### config.mk
export PLATFORM = sky130hd
export DESIGN_NAME = apb_uart_rx
export DESIGN_NICKNAME = d
export VERILOG_FILES = /design/src/rtl/apb_uart_rx_pkg.sv /design/src/rtl/apb_uart_rx_fifo.sv /design/src/rtl/apb_uart_rx.sv
export SDC_FILE = /design/constraint.sdc
export NUM_CORES = 1
export LEC_CHECK = 0
export CAP_MARGIN = 10
export CELL_PAD_IN_SITES_DETAIL_PLACEMENT = 1
export CELL_PAD_IN_SITES_GLOBAL_PLACEMENT = 2
export CORE_MARGIN = 5
export CORE_UTILIZATION = 23
export CTS_CLUSTER_SIZE = 25
export DETAILED_ROUTE_END_ITERATION = 10
export PLACE_DENSITY_LB_ADDON = 0.12
export SYNTH_ARGS = -nofsm -noshare
export SYNTH_HDL_FRONTEND = slang
export SYNTH_HIERARCHICAL = 1
export SYNTH_SLANG_ARGS = --single-unit
export TNS_END_PERCENT = 100
### constraint.sdc
create_clock -name clk -period 5.4 [get_ports clk]
set_input_delay 0.54 -clock clk [delete_from_list [all_inputs] [get_ports clk]]
set_output_delay 0.54 -clock clk [all_outputs]
set_load 0.01 [all_outputs]
### src/rtl/apb_uart_rx_pkg.sv
`default_nettype none
// ============================================================================
// Module   : apb_uart_rx_pkg
// Brief    : Shared SoC config: APB slot selects, UART RX register map, FSM states
// Revision : 1.0 - initial release
// ============================================================================
package apb_uart_rx_pkg;

    // APB PSELx slot assignments on the peripheral interconnect
    localparam int c_apb_pselx_uart1 = 5;

    // Register offsets (decoded from PADDR[0])
    localparam logic c_off_data   = 1'b0;
    localparam logic c_off_status = 1'b1;

    // STATUS register bit positions
    localparam int c_st_empty     = 0;
    localparam int c_st_full      = 1;
    localparam int c_st_overrun   = 2;
    localparam int c_st_frame_err = 3;
    localparam int c_st_count_lsb = 8;

    typedef enum logic [1:0] {
        ST_IDLE  = 2'd0,
        ST_START = 2'd1,
        ST_DATA  = 2'd2,
        ST_STOP  = 2'd3
    } rx_state_t;

endpackage
`default_nettype wire

### src/rtl/apb_uart_rx_fifo.sv
`default_nettype none
// ============================================================================
// Module   : uart_rx_fifo
// Brief    : Synchronous FIFO with occupancy count; shared by UART RX and TX
// Revision : 1.0 - initial release
// ============================================================================
module uart_rx_fifo
    import apb_uart_rx_pkg::*;
#(
    parameter int WIDTH    = 8,
    parameter int ADDR_EXP = 4
) (
    input  logic                clk,
    input  logic                rst,
    input  logic                i_push,
    input  logic                i_pop,
    input  logic [WIDTH-1:0]    i_din,
    output logic [WIDTH-1:0]    o_dout,
    output logic                o_empty,
    output logic                o_full,
    output logic [ADDR_EXP:0]   o_count
);

    localparam logic [ADDR_EXP:0] c_depth = {1'b1, {ADDR_EXP{1'b0}}};

    logic [WIDTH-1:0]  r_mem [0:(1<<ADDR_EXP)-1];
    logic [ADDR_EXP:0] r_wptr;
    logic [ADDR_EXP:0] r_rptr;
    logic              w_do_push;
    logic              w_do_pop;

    // Extra pointer MSB disambiguates full from empty; wrap is natural modulo
    assign o_count   = r_wptr - r_rptr;
    assign o_empty   = (o_count == '0);
    assign o_full    = (o_count == c_depth);
    assign o_dout    = r_mem[r_rptr[ADDR_EXP-1:0]];
    assign w_do_push = i_push & ~o_full;
    assign w_do_pop  = i_pop & ~o_empty;

    always_ff @(posedge clk) begin
        if (rst) begin
            r_wptr <= '0;
            r_rptr <= '0;
        end else begin
            if (w_do_push) r_wptr <= r_wptr + 1'b1;
            if (w_do_pop)  r_rptr <= r_rptr + 1'b1;
        end
    end

    always_ff @(posedge clk) begin
        if (w_do_push) r_mem[r_wptr[ADDR_EXP-1:0]] <= i_din;
    end

endmodule
`default_nettype wire

### src/rtl/apb_uart_rx.sv
`default_nettype none
// ============================================================================
// Module   : apb_uart_rx
// Brief    : APB slave UART receiver (8N1, oversampled) with byte FIFO
// Revision : 1.0 - initial release
// ============================================================================
module apb_uart_rx
    import apb_uart_rx_pkg::*;
#(
    parameter int BUS_WIDTH    = 16,
    parameter int DATA_WIDTH   = 16,
    parameter int ADDR_EXP     = 4,
    parameter int CLKS_PER_BIT = 434
) (
    input  logic                  clk,
    input  logic                  reset,
    input  logic [BUS_WIDTH-1:0]  S_PADDR,
    input  logic                  S_PWRITE,
    input  logic                  S_PSELx,
    input  logic                  S_PENABLE,
    input  logic [DATA_WIDTH-1:0] S_PWDATA,
    output logic [DATA_WIDTH-1:0] S_PRDATA,
    output logic                  S_PREADY,
    input  logic                  rx_wire
);

    localparam int                c_baud_w    = $clog2(CLKS_PER_BIT);
    localparam logic [c_baud_w-1:0] c_baud_full = c_baud_w'(CLKS_PER_BIT - 1);
    localparam logic [c_baud_w-1:0] c_baud_half = c_baud_w'(CLKS_PER_BIT / 2 - 1);

    logic                r_sync1;
    logic                r_rx_s;
    logic                r_rx_prev;
    rx_state_t           r_state;
    logic [c_baud_w-1:0] r_baud;
    logic [2:0]          r_bitcnt;
    logic [7:0]          r_shift;
    logic                r_overrun;
    logic                r_frame_err;

    logic                w_fall;
    logic                w_baud_done;
    logic                w_stop_sample;
    logic                w_push;
    logic                w_overrun_set;
    logic                w_frame_set;
    logic                w_rd_access;
    logic                w_pop;
    logic                w_wr_status;
    logic [15:0]         w_rdata;
    logic                w_fifo_empty;
    logic                w_fifo_full;
    logic [ADDR_EXP:0]   w_fifo_count;
    logic [7:0]          w_fifo_dout;
    logic                w_unused_ok;

    assign S_PREADY      = S_PSELx & S_PENABLE;
    assign w_rd_access   = S_PREADY & ~S_PWRITE;
    assign w_pop         = w_rd_access & (S_PADDR[0] == c_off_data) & ~w_fifo_empty;
    assign w_wr_status   = S_PREADY & S_PWRITE & (S_PADDR[0] == c_off_status);
    assign w_unused_ok   = ^{S_PADDR, S_PWDATA};

    assign w_fall        = r_rx_prev & ~r_rx_s;
    assign w_baud_done   = (r_baud == '0);
    // Stop-bit outcome is decoded combinationally so the byte lands on the sample edge
    assign w_stop_sample = (r_state == ST_STOP) & w_baud_done;
    assign w_push        = w_stop_sample & r_rx_s & ~w_fifo_full;
    assign w_overrun_set = w_stop_sample & r_rx_s & w_fifo_full;
    assign w_frame_set   = w_stop_sample & ~r_rx_s;

    always_comb begin
        w_rdata = '0;
        if (w_rd_access) begin
            if (S_PADDR[0] == c_off_data) begin
                if (!w_fifo_empty) w_rdata = {7'b0, 1'b1, w_fifo_dout};
            end else begin
                w_rdata[c_st_empty]           = w_fifo_empty;
                w_rdata[c_st_full]            = w_fifo_full;
                w_rdata[c_st_overrun]         = r_overrun;
                w_rdata[c_st_frame_err]       = r_frame_err;
                w_rdata[c_st_count_lsb +: 8]  = 8'(w_fifo_count);
            end
        end
    end
    assign S_PRDATA = DATA_WIDTH'(w_rdata);

    always_ff @(posedge clk) begin
        if (reset) begin
            r_sync1   <= 1'b1;
            r_rx_s    <= 1'b1;
            r_rx_prev <= 1'b1;
        end else begin
            r_sync1   <= rx_wire;
            r_rx_s    <= r_sync1;
            r_rx_prev <= r_rx_s;
        end
    end

    // Set beats a same-cycle software clear so no error event is lost
    always_ff @(posedge clk) begin
        if (reset) begin
            r_overrun   <= 1'b0;
            r_frame_err <= 1'b0;
        end else begin
            if (w_wr_status && S_PWDATA[c_st_overrun])   r_overrun   <= 1'b0;
            if (w_wr_status && S_PWDATA[c_st_frame_err]) r_frame_err <= 1'b0;
            if (w_overrun_set) r_overrun   <= 1'b1;
            if (w_frame_set)   r_frame_err <= 1'b1;
        end
    end

    always_ff @(posedge clk) begin
        if (reset) begin
            r_state  <= ST_IDLE;
            r_baud   <= '0;
            r_bitcnt <= '0;
            r_shift  <= '0;
        end else begin
            case (r_state)
                ST_IDLE: begin
                    if (w_fall) begin
                        r_bitcnt <= '0;
                        r_baud   <= c_baud_half;
                        r_state  <= ST_START;
                    end
                end
                ST_START: begin
                    if (!w_baud_done) begin
                        r_baud <= r_baud - c_baud_w'(1);
                    end else if (!r_rx_s) begin
                        r_baud  <= c_baud_full;
                        r_state <= ST_DATA;
                    end else begin
                        r_state <= ST_IDLE;
                    end
                end
                ST_DATA: begin
                    if (!w_baud_done) begin
                        r_baud <= r_baud - c_baud_w'(1);
                    end else begin
                        r_shift[r_bitcnt] <= r_rx_s;
                        r_baud            <= c_baud_full;
                        if (r_bitcnt == 3'd7) r_state  <= ST_STOP;
                        else                  r_bitcnt <= r_bitcnt + 3'd1;
                    end
                end
                ST_STOP: begin
                    if (!w_baud_done) r_baud  <= r_baud - c_baud_w'(1);
                    else              r_state <= ST_IDLE;
                end
                default: r_state <= ST_IDLE;
            endcase
        end
    end

    uart_rx_fifo #(
        .WIDTH    (8),
        .ADDR_EXP (ADDR_EXP)
    ) u_fifo (
        .clk     (clk),
        .rst     (reset),
        .i_push  (w_push),
        .i_pop   (w_pop),
        .i_din   (r_shift),
        .o_dout  (w_fifo_dout),
        .o_empty (w_fifo_empty),
        .o_full  (w_fifo_full),
        .o_count (w_fifo_count)
    );

endmodule
`default_nettype wire

==> flow_results.org <==
** Setup path
- The worst setup path is launched from a flop.
- STA puts the critical path data required time at 5.44 ns.
- Worst Path Arrival :: 4.21 ns
- Category of the worst setup path capture point :: flop
- The setup path with the least slack is of type flop to flop.
- Max Fanout on Critical Path :: 11

** Detailed routing
- DR WL/cell :: 19.1 um
- The routed design has 18500 um of wire.
- The final route contains 4229 vias.
- Number of detailed-route iterations in the first pass :: 4
- For this run, design rule violations remaining after detail routing come to 0.
- Using the TritonRoute via totals, the vias-per-cell ratio works out to 4.37.
- Initial DRC Count :: 215
- The count of nets left with antenna violations once routing finished came out at 0.

** STA
- Setup repair after global routing missed its margin :: false
- Setup TNS Final :: 0 ns
- At the pin with the least slew margin, the transition time is 1.01 ns.
- Final setup violation count :: 0
- The number of endpoints with negative hold slack in the final report was 0.
- Subtracting the final worst setup slack from the clock period gives 4.17 ns.
- Worst Slack Setup Final :: 1.23 ns
- Max Clock Freq :: 240 MHz
- Number of max-slew violations in the final report :: 0
- In the finished design, the share of the clock period the worst path needs comes to 0.772.
- Measured against its own limit, the worst slew margin works out to 0.323.
- Layout Skew :: 0.0140 ns

** CTS
- Clock tree synthesis inserted a total of 17 buffers.
- CTS H-tree lvls :: 4
- CTS saw 169 sinks.
- CTS Root Cell :: clkbuf_16
- Buffers inserted to repair hold after CTS numbered 0.
- Resized cells post-CTS :: 0
- Clock edge transition at the registers on the reported setup and hold paths :: 0.07 ns
- Buffer levels on the longest clock path :: 2
- Source-to-sink clock delay at the later pin of the worst-skew pair :: 0.42 ns
- TritonCTS built the clock tree.
- Buffers added to address setup during post-CTS repair amount to 0.

** Power
- Net Sw Power :: 0.757 mW
- Dividing total power by cell area gives a power density of 328 nW/um^2.
- Standby leakage power :: 2.70 nW
- The worst-case IR drop observed on VDD is 0.226 mV.
- Switching Share :: 0.264
- Logic pwr share :: 0.089
- Internal power summed over all cells :: 2.11 mW
- The share of total power dissipated in sequential elements is 0.494.
- The share of total power dissipated in the clock network is 0.417.

** Synthesis
- The synthesized netlist contains 64 unique library cells.
- Number of enable-type register cells in the synthesized netlist :: 128
- Yosys reg bits :: 169
- Of all flip-flops after synthesis, the portion carrying an async set or reset was 0.
- Part of the Yosys area used for sequential elements :: 0.626
- Mean instance size in the synthesized netlist :: 15.2 sq um
- Number of instances in the synthesized netlist :: 490
- Primary FF master, synth :: edfxtp_1
- During synthesis, Yosys emitted a total of 6 warnings.
- In this run the cell area of the synthesized design comes to 7450 sq um.

** Floorplanning
- Chip width :: 190 um
- The floorplan has 65 rows.
- Number of primary I/O pins :: 55
- The initial utilization of the core area, before any placement, comes to 0.234.
- The floorplan step defined a die boundary enclosing 36100 sq um.
- In this run the standard cell core region covers 31800 sq um.
- Height of the chip :: 190 um

** Finish
- Leaving out fill and tap cells, the most frequent cells in the layout are 128 x edfxtp_1, 40 x dfxtp_1, 40 x mux4_2.
- Antenna cell count :: 0
- Fraction of final layout cells with drive strength greater than 1 :: 0.184
- Once layout is complete, the cells apart from fillers number 967.
- Layout-stage area growth over the synthesis result :: 17.5%
- Most common cell after layout, fill and taps aside :: edfxtp_1
- After the last flow step, the layout net total stands at 574.

** GRT
- The initial antenna violation count came to 0.
- Overall fraction of global-route tracks in use :: 0.108
- Entering global routing, the biggest net connects 33 pins.
- The number of global-route vias before repair was 4682.
- For this run the aggregate overflow at the end of global routing stands at 0.
- The first global-routing pass estimated 29200 um of wire.

** Place
- The congestion estimate from routability-driven global placement came to 0.720.
- Placement-stage worst setup slack :: 1.19 ns
- Buffers added on ports :: 22
- Counting tap cells, the placed design contains a total of 935 instances.
- The HPWL after detailed placement is 12800 um.

** Worst hold path
- The min-delay analysis places its worst path in the category flop to flop.

** Status
- Result of the run :: completed

** Run
- Across the run, the number of max-cap violations was 0.
==> cell type report <==
type,instances,area [sq um]
fillers,3381,23100
flip-flops and latches,169,4670
multi-input cells,286,2630
well taps,435,544
clock buffers,20,458
repair buffers,29,273
clock inverters,12,115
inverters,16,60.1
==> worst paths after layout <==
path	start	endpoint	slack [ns]	cells after the start
worst min register to register	r_sync1$_SDFF_PP1_	r_rx_s$_SDFF_PP1_	0.42	1
worst min-delay path	r_sync1$_SDFF_PP1_	r_rx_s$_SDFF_PP1_	0.42	1
worst max register to register	u_fifo/r_wptr[0]$_SDFFE_PP0P_	u_fifo/r_mem[7][0]$_DFFE_PP_	1.23	11
worst max-delay path	u_fifo/r_wptr[0]$_SDFFE_PP0P_	u_fifo/r_mem[7][0]$_DFFE_PP_	1.23	11
==> critical path: stages (launching register included) <==
cell and delay (ns):
dfxtp_1 0.36, inv_1 0.15, ha_1 0.19, inv_1 0.06
fa_1 0.40, xor2_1 0.25, nand4b_1 0.24, a211oi_4 0.16
nor4b_1 0.60, nand2_1 0.27, or2_2 0.37, nor2b_1 0.73
==> synth_stat cells, types with 12 or more instances <==
cell      number  area share
a21oi_1       19       0.013
and3_1        14       0.012
dfxtp_1       41        0.11
edfxtp_1     128        0.52
ha_1          16       0.027
inv_1         16      0.0081
mux2i_1       14       0.019
mux4_2        40        0.12
nand2_1       29       0.015
nand4_1       12       0.010
nor2_1        17      0.0086
==> logic make-up (layout without fill, tap and decap cells) <==
kind of cell             Yosys count  in the layout  synth area share
adder cells (fa/ha/maj)           17             17            0.0296
buffers and inverters             37             77            0.0213
multiplexers                      58             58             0.146
AO/OA/AOI/OAI                     61             61            0.0580
flip-flops                       169            169             0.626
AND/OR/NAND/NOR                  143            143             0.114
other                              1              3          0.000504
XOR/XNOR                           4              4           0.00470
==> through the flow <==
step	cell area, sq um	utilization	power (mW)	hold WS (ns)
after global routing	8750	0.275	3.01	0.453
final	8750	0.275	2.87	0.418
after floorplan	7450	-	1.63	0.389
after global placement	8170	0.257	1.70	0.407
after CTS	8750	0.275	2.93	0.427
after detailed placement	8170	0.257	1.70	0.406
==> state kept, by name, indices dropped and copies added, names as in the netlist, 3 cells and up, named ones only <==
signal	cells
u_fifo/r_mem	128
r_baud	9
r_shift	8
u_fifo/r_rptr	5
u_fifo/r_wptr	5
r_bitcnt	3
==> layer usage <==
metal	GRT usage	wire length, um	vias to the layer above	part of all wire
met5	0	0	-	0
met4	0.0326	232	0	0.013
met3	0.0215	271	13	0.015
met2	0.182	9320	25	0.50
met1	0.141	8690	2210	0.47
li1	-	-	1981	-
==> power groups by stage <==
stage | clock (mW) | combinational, mW | sequential [mW]
global placement | 0 | 0.259 | 1.45
CTS | 1.25 | 0.258 | 1.42
detailed placement | 0 | 0.258 | 1.45
floorplan | 0 | 0.189 | 1.44
global route | 1.31 | 0.279 | 1.42
finish | 1.20 | 0.255 | 1.42
(Power assumes the default switching activity.)
